--- src/rtl/uart_byte_rx_pkg.sv ---
// uart_byte_rx_pkg: FSM state encoding, rate defaults and line constants shared by the UART receiver.
package uart_byte_rx_pkg;
    typedef enum logic [2:0] {
        IDLE   = 3'd0,
        START  = 3'd1,
        DATA   = 3'd2,
        PARITY = 3'd3,
        STOP   = 3'd4,
        BREAK  = 3'd5
    } state_t;

    localparam int   DEF_CLK_FREQ   = 50000000;
    localparam int   DEF_BAUD_RATE  = 115200;
    localparam int   DEF_OVERSAMPLE = 16;
    localparam logic LINE_IDLE      = 1'b1;
endpackage

--- src/rtl/uart_os_tick_gen.sv ---
// uart_os_tick_gen: free-running divide-by-OS_DIV counter producing a one-cycle oversample tick.
module uart_os_tick_gen #(
    parameter int OS_DIV = 27
) (
    input  logic clk,
    input  logic rst_n,
    output logic os_tick
);
    localparam int CW = OS_DIV > 1 ? $clog2(OS_DIV) : 1;

    logic [CW-1:0] cnt;

    assign os_tick = cnt == CW'(OS_DIV - 1);

    always_ff @(posedge clk or negedge rst_n)
        if (!rst_n) cnt <= '0;
        else        cnt <= os_tick ? '0 : cnt + 1'b1;
endmodule

--- src/rtl/uart_byte_rx.sv ---
// uart_byte_rx: oversampled 8N1 UART byte receiver with mid-bit sampling.
// Define UART_RX_PARITY_EN for 8E1 frames and the parity_err port.
module uart_byte_rx
    import uart_byte_rx_pkg::*;
#(
    parameter int CLK_FREQ   = DEF_CLK_FREQ,
    parameter int BAUD_RATE  = DEF_BAUD_RATE,
    parameter int OVERSAMPLE = DEF_OVERSAMPLE,
    parameter int OS_DIV     = 27
) (
    input  logic       clk,
    input  logic       rst_n,
    input  logic       rx_in,
    output logic [7:0] rx_data,
    output logic       rx_valid,
    output logic       frame_err,
    output logic       rx_busy
`ifdef UART_RX_PARITY_EN
   ,output logic       parity_err
`endif
);
    localparam int TW = $clog2(OVERSAMPLE);

    if (OVERSAMPLE < 4 || OVERSAMPLE % 2 != 0 || CLK_FREQ < BAUD_RATE * OVERSAMPLE) begin : g_param_check
        $error("uart_byte_rx: OVERSAMPLE must be even and >= 4, and fit within CLK_FREQ/BAUD_RATE");
    end

    state_t          state, nxt;
    logic [1:0]      sync;
    logic            rx_s, rx_prev, os_tick, mid_start, mid_bit;
    logic            take_byte, bad_stop, shift_en;
    logic [TW-1:0]   tick_cnt;
    logic [2:0]      bit_cnt;
    logic [7:0]      shift;
`ifdef UART_RX_PARITY_EN
    logic            par_bad;
`endif

    uart_os_tick_gen #(.OS_DIV(OS_DIV)) u_tick (
        .clk     (clk),
        .rst_n   (rst_n),
        .os_tick (os_tick)
    );

    assign rx_s = sync[1];

    always_ff @(posedge clk or negedge rst_n)
        if (!rst_n) begin
            sync    <= {2{LINE_IDLE}};
            rx_prev <= LINE_IDLE;
        end else begin
            sync    <= {sync[0], rx_in};
            rx_prev <= rx_s;
        end

    // START restarts tick_cnt at its midpoint, so later bits are sampled at the wrap
    assign mid_start = os_tick && tick_cnt == TW'(OVERSAMPLE / 2 - 1);
    assign mid_bit   = os_tick && tick_cnt == TW'(OVERSAMPLE - 1);

    always_ff @(posedge clk or negedge rst_n)
        if (!rst_n) state <= IDLE;
        else        state <= nxt;

    always_comb begin
        nxt = state;
        case (state)
            IDLE:   if (rx_prev && !rx_s) nxt = START;
            START:  if (mid_start) nxt = rx_s ? IDLE : DATA;
`ifdef UART_RX_PARITY_EN
            DATA:   if (mid_bit && bit_cnt == 3'd7) nxt = PARITY;
            PARITY: if (mid_bit) nxt = STOP;
`else
            DATA:   if (mid_bit && bit_cnt == 3'd7) nxt = STOP;
`endif
            STOP:   if (mid_bit) nxt = rx_s ? IDLE : BREAK;
            BREAK:  if (rx_s) nxt = IDLE;
            default: nxt = IDLE;
        endcase
    end

    always_comb begin
        rx_busy   = state != IDLE;
        shift_en  = state == DATA && mid_bit;
        take_byte = state == STOP && mid_bit && rx_s;
        bad_stop  = state == STOP && mid_bit && !rx_s;
    end

    always_ff @(posedge clk or negedge rst_n)
        if (!rst_n) begin
            rx_data    <= 8'h00;
            rx_valid   <= 1'b0;
            frame_err  <= 1'b0;
            tick_cnt   <= '0;
            bit_cnt    <= 3'd0;
            shift      <= 8'h00;
`ifdef UART_RX_PARITY_EN
            parity_err <= 1'b0;
            par_bad    <= 1'b0;
`endif
        end else begin
            rx_valid  <= take_byte;
            frame_err <= bad_stop;
            if (take_byte) rx_data <= shift;
            if (state == IDLE || (state == START && mid_start)) tick_cnt <= '0;
            else if (os_tick) tick_cnt <= mid_bit ? '0 : tick_cnt + 1'b1;
            if (state == IDLE) bit_cnt <= 3'd0;
            else if (shift_en) bit_cnt <= bit_cnt + 3'd1;
            if (shift_en) shift[bit_cnt] <= rx_s;
`ifdef UART_RX_PARITY_EN
            // parity verdict is held so it lines up with the rx_valid strobe
            if (state == PARITY && mid_bit) par_bad <= ^{shift, rx_s};
            parity_err <= take_byte && par_bad;
`endif
        end
endmodule

--- config.mk ---
export PLATFORM = sky130hd
export DESIGN_NAME = uart_byte_rx
export DESIGN_NICKNAME = d
export VERILOG_FILES = /design/src/rtl/uart_byte_rx_pkg.sv /design/src/rtl/uart_os_tick_gen.sv /design/src/rtl/uart_byte_rx.sv
export SDC_FILE = /design/constraint.sdc
export NUM_CORES = 1
export LEC_CHECK = 0
export CORE_ASPECT_RATIO = 0.75
export CORE_MARGIN = 5
export CORE_UTILIZATION = 37
export DETAILED_ROUTE_END_ITERATION = 10
export PLACE_DENSITY = 0.54
export SLEW_MARGIN = 10
export SYNTH_ARGS = -nofsm -noshare
export SYNTH_HDL_FRONTEND = slang
export SYNTH_HIERARCHICAL = 1
export SYNTH_SLANG_ARGS = --single-unit
--- constraint.sdc ---
create_clock -name clk -period 4.56 [get_ports clk]
set_clock_uncertainty 0.15 [all_clocks]
set_input_delay 0.456 -clock clk [delete_from_list [all_inputs] [get_ports clk]]
set_output_delay 0.456 -clock clk [all_outputs]
set_load 0.005 [all_outputs]
Yosys cells after proc, flatten, opt, wreduce, memory -nomap -nowiden. Index checks and enable logic that the tools add are counted. W data, S select, Z words.

Multiplexer cells: 17. Equality and inequality tests: 13. Reductions and logical operators: 17. Order comparisons: 2. $add $sub $neg: 3.

Operators with widths (count): $mux W3 (8); $pmux W3 S5 (1); $mux W4 (3); $logic_and A1 B1 Y1 (10); $ne A2 B2 Y1 const B (5); $eq A3 B3 Y1 const B (3); $bwmux W8 (1); $add A5 B1 Y5 const B (1); $eq A5 B5 Y1 const B (1); $mux W5 (1); $reduce_and A5 Y1 (1); $add A4 B1 Y4 const B (1); $eq A4 B3 Y1 const B (1); $eq A4 B4 Y1 const B (1); $lt A3 B4 Y1 const B (1); $reduce_bool A2 Y1 (2); $add A3 B1 Y3 const B (1); $demux W1 S3 (1); $eq A3 B1 Y1 const B (1); $eq A3 B2 Y1 const B (1); $ge A3 B1 Y1 const B (1); $logic_not A3 Y1 (1); $reduce_bool A3 Y1 (1); $mux W2 (1); other kinds (3) (3).

Logic and storage cells: 62. Output and inout port bits: 11. Flip-flop bits (word level): 36. Bits of input ports: 3.

Logic depth before layout (Yosys ltp).
Word-level depth: 5. Mapped depth: 10.

Cells and area by module. The synthesis kept the hierarchy.

Modules (own cells, without submodules): uart_byte_rx (cells an instance 127, instances 1, area an instance 1506.4 µm²); uart_os_tick_gen (cells an instance 24, instances 1, area an instance 266.5 µm²).

Worst setup path before layout. No wires, ideal clock.

Path type: flip-flop to flip-flop. From: register u_tick.cnt[0]. To: register rx_data[0]. Buffers on the path: 3. Arrival: 2.032 ns. Setup time: 0.125 ns. Cell stages (with the launch flop): 11. Setup slack: 2.254 ns. Path through: dfrtp_1 inv_1 ha_1 and4b_1 buf_6 and4_1 buf_6 nand3b_4 nor3b_2 buf_6 mux2_2.

Longest elaborated chain between the ends: 4.

Ends and longest elaborated chain: start: declaration (line uart_os_tick_gen.sv:11) `logic [CW-1:0] cnt;`; start signal: assignment (line uart_os_tick_gen.sv:17) `else cnt <= os_tick ? '0 : cnt + 1'b1;`; $eq A5 B5 Y1 (line uart_os_tick_gen.sv:13) `assign os_tick = cnt == CW'(OS_DIV - 1);`; via os_tick (line uart_byte_rx.sv:30) `logic rx_s, rx_prev, os_tick, mid_start, mid_bit;`; $logic_and A1 B1 Y1 (line uart_byte_rx.sv:58) `assign mid_bit = os_tick && tick_cnt == TW'(OVERSAMPLE - 1);`; $logic_and A1 B1 Y1 (2 in a row) (line uart_byte_rx.sv:84) `take_byte = state == STOP && mid_bit && rx_s;`; via take_byte (line uart_byte_rx.sv:31) `logic take_byte, bad_stop, shift_en;`; end signal: assignment (line uart_byte_rx.sv:103) `if (take_byte) rx_data <= shift;`; end: declaration (line uart_byte_rx.sv:14) `output logic [7:0] rx_data,`.

The timed path passes the listed nets, and every way through them passes these cells. A chain may end at the register's enable or synchronous reset.

Worst setup path after layout.
From: register u_tick.cnt[0]. To: register rx_data[5].

Longest elaborated chain between the ends: 4.

Ends and longest elaborated chain (line): $eq A5 B5 Y1 (uart_os_tick_gen.sv:13); via os_tick (uart_byte_rx.sv:30); $logic_and A1 B1 Y1 (uart_byte_rx.sv:58); $logic_and A1 B1 Y1 (2 in a row) (uart_byte_rx.sv:84).

The timed path passes the listed nets, and every way through them passes these cells.

==> results by group <==
Run status
  – Status: complete, no violations

Floorplan
  – Die height: ~70 um
  – I/O Pins: 14
  – Die area: between 0.006 and 0.007 mm^2
  – Initial core utilization: 39.00%
  – Core region area: about 0.0045 mm^2
  – Die X-Extent: roughly 90 um
  – Row count: 21

Global route
  – Tot GR Track Use: ~11%
  – Vias in the first global route: about 1200
  – Largest net degree at the start of global routing: 37
  – First-pass GRT wire length: 5664 um
  – Initial antenna violation count: 0
  – Total gr overflow: 0

Clocking
  – Clock Sinks: 36
  – Post-CTS resize count: 0
  – CTS buffer count: 5
  – Clock latency at the later pin of the worst-skew pair: just under 0.3 ns
  – Cts hold-fix bufs: 0
  – Root Driver: clkbuf_8
  – CTS tree: yes
  – H-tree depth: 2
  – Setup bufs post-CTS: 0
  – Clock slew seen by the registers of the worst setup and hold paths: roughly 0.07 ns
  – Clock buffer depth: 2

Layout
  – N_diodes: 0
  – Fin util: roughly 44%
  – Commonest non-fill, non-tap cell in the layout: dfrtp_1
  – Layout area overhead: 13.20%
  – # fillers: between 400 and 500
  – Most frequent cells in the layout: dfrtp_1 (33), mux2_2 (17), nor2_1 (14)
  – Final nets: roughly 170
  – Share of layout cells above drive strength 1: 21.95%
  – Post-route cell area: 0.002007 mm^2

Placement
  – DP HPWL: 2308 um
  – Dpl cell area: roughly 0.0019 mm^2
  – # port buffers: 13
  – GP Congestion: 0.7678

Critical path
  – CP delay by family, top: simple AND/OR/NAND/NOR gates
  – Worst Path Buf+Inv: 1
  – Crit-path max FO: 10
  – Worst setup SP type: register
  – CP max stage cell: nor3b_2
  – Worst Setup Path Type: reg2reg
  – Req. time, crit path: 4.58 ns
  – R2r startpoint: u_tick/cnt[0]
  – Worst EP arrival: between 2 and 3 ns
  – Critical path origin: u_tick/cnt[0]
  – FF-to-FF setup slack: roughly 1.6 ns
  – Critical path's largest stage delay: between 0.5 and 0.6 ns
  – Reg-to-reg endpoint: rx_data[5]
  – Cell Chain, Critical Path: inv_1, ha_1, and4b_1, and4_1, nand3b_4, nor3b_2, mux2_2
  – Critical Path Sink Type: register
  – FF-to-FF path depth: 7

Min path
  – Hold Crit Depth: 0
  – WHS Endpoint: sync[1]
  – Hold Crit Class: reg2reg
  – Hold path start: sync[0]

STA
  – Fin crit share: 64.46%
  – Fin. max-slew vios: 0
  – Normalized max-slew margin: approximately 53%
  – Final hold violations: 0
  – TNS Setup: 0 ns
  – Final setup violation count: 0
  – Slew @ Worst Pin: around 0.70 ns
  – RSZ-0062 raised after global routing: no
  – Highest clock rate: roughly 0.34 GHz
  – Worst hold margin: 0.2081 ns
  – Clock period minus worst slack: 2.939 ns

Yosys
  – Cells after Synth: between 150 and 200
  – Sequential element share of the synthesized area: approximately half
  – Synth Net Count: approximately 160
  – Yosys warning count: 6
  – Asr flop ratio synth: between 90% and 100%
  – Most used DFF post-synth: dfrtp_1
  – Mean cell area of the mapped netlist: roughly 12 um^2
  – Synthesized area: 0.001773 mm^2
  – Post-synth top area cell: dfrtp_1
  – Distinct cells, synth: 46
  – Synth Register Bits: 36
  – Post-synth top area share: roughly 47%
  – EDFF count, synth: 0
  – Leading post-synthesis cells by cell area: dfrtp_1 (47%), mux2_2 (11%), dfstp_2 (4.4%)

Route
  – Drt pass-1 iters: 4
  – Vias post-DR: approximately 1200
  – Antenna Nets Post-Route: 0
  – # DRC: 0
  – Initial drt markers: 68
  – Final wirelength: around 3300 um
  – DR WL/cell: around 15 um
  – Vias/cell: between 5 and 6

Power
  – Clk pwr share: a little under a third
  – Switching share of power: about 30%
  – Flop pwr share: 51.7%
  – P_leak: between 0.9 and 1 nW
  – Internal power: roughly 0.5 mW
  – VDD IR max: about 0.19 mV
  – Comb power frac: approximately 17%
  – Power Density: between 300 and 400 mW/mm^2
  – Psw: just over 0.2 mW

Flow run
  – Max Cap Viol: 0
## sequential cells by signal, summed over array words and instances (netlist names)
name / cells
tick_cnt: 4
rx_data: 8
u_tick/cnt: 5
sync: 2
rx_prev: 1
shift: 8
bit_cnt: 3
rx_valid: 1
state: 3
frame_err: 1
## cell usage after synthesis (2+ instances only)
library cell / n
and3_1: 2
a21oi_1: 5
buf_6: 3
nand2_1: 4
nand3_1: 5
and3_2: 2
mux2_2: 17
and2_1: 2
inv_1: 2
ha_1: 5
dfstp_2: 3
dfrtp_1: 33
nand4_1: 3
nand2b_1: 4
mux2i_1: 2
nor4_1: 2
nor3_1: 4
and4b_1: 2
a22o_1: 6
o21ai_0: 3
clkbuf_1: 3
nor2_1: 14
buf_2: 2
## how the worst max path moves through the flow
| stage | endpoint | slack, ns | depth (start not counted) |
|---|---|---|---|
| after floorplan | rx_data[0] | 2.25 | 10 |
| after global placement | rx_data[3] | 1.74 | 7 |
| after detailed placement | rx_data[6] | 1.61 | 7 |
| after CTS | rx_data[6] | 1.60 | 7 |
| after global routing | rx_data[6] | 1.48 | 7 |
| final | rx_data[5] | 1.62 | 7 |
## cell type report
type	count	area [um^2]	share of cell area, %
Timing Repair Buffer	14	137.6	6.858
Sequential cell	36	904.6	45.07
Multi-Input combinational cell	104	798.3	39.78
Clock inverter	3	18.77	0.9352
Clock buffer	5	68.82	3.429
Inverter	2	7.507	0.3741
Tap cell	57	71.32	3.554
## per-stage QoR
stage	total power [mW]	cells	setup WS, ns
2_1_floorplan	0.4487	151	2.254
3_3_place_gp	0.4783	213	1.737
3_5_place_dp	0.4817	213	1.614
4_1_cts	0.7055	221	1.595
5_1_grt	0.7370	221	1.485
6_report	0.6958	221	1.621
## cells by family (layout without fill, tap and decap cells)
kind of cell	after synthesis	after routing	synth area share, %
buf+inv	11	24	3.952
simple gates	54	54	18.28
xor+xnor	2	2	0.9882
flops	36	36	51.02
fa+ha+maj	5	5	3.529
mux	19	19	11.93
compound gates	24	24	10.30
## power groups by stage
stage	logic (mW)	clock network, mW	registers, mW
after floorplan	0.105	0	0.343
after global placement	0.114	0	0.364
after detailed placement	0.115	0	0.366
after CTS	0.116	0.229	0.360
after global routing	0.129	0.244	0.365
final	0.116	0.221	0.360
## layer usage
layer | global-route usage, % | share of wire (%) | wire (um)
met2 | 14.53 | 43 | 1421
met1 | 16.32 | 52 | 1722
met5 | 0 | 0 | 0
met3 | 3.755 | 4.2 | 139
met4 | 4.298 | 0.85 | 28
(Power assumes the default switching activity.)
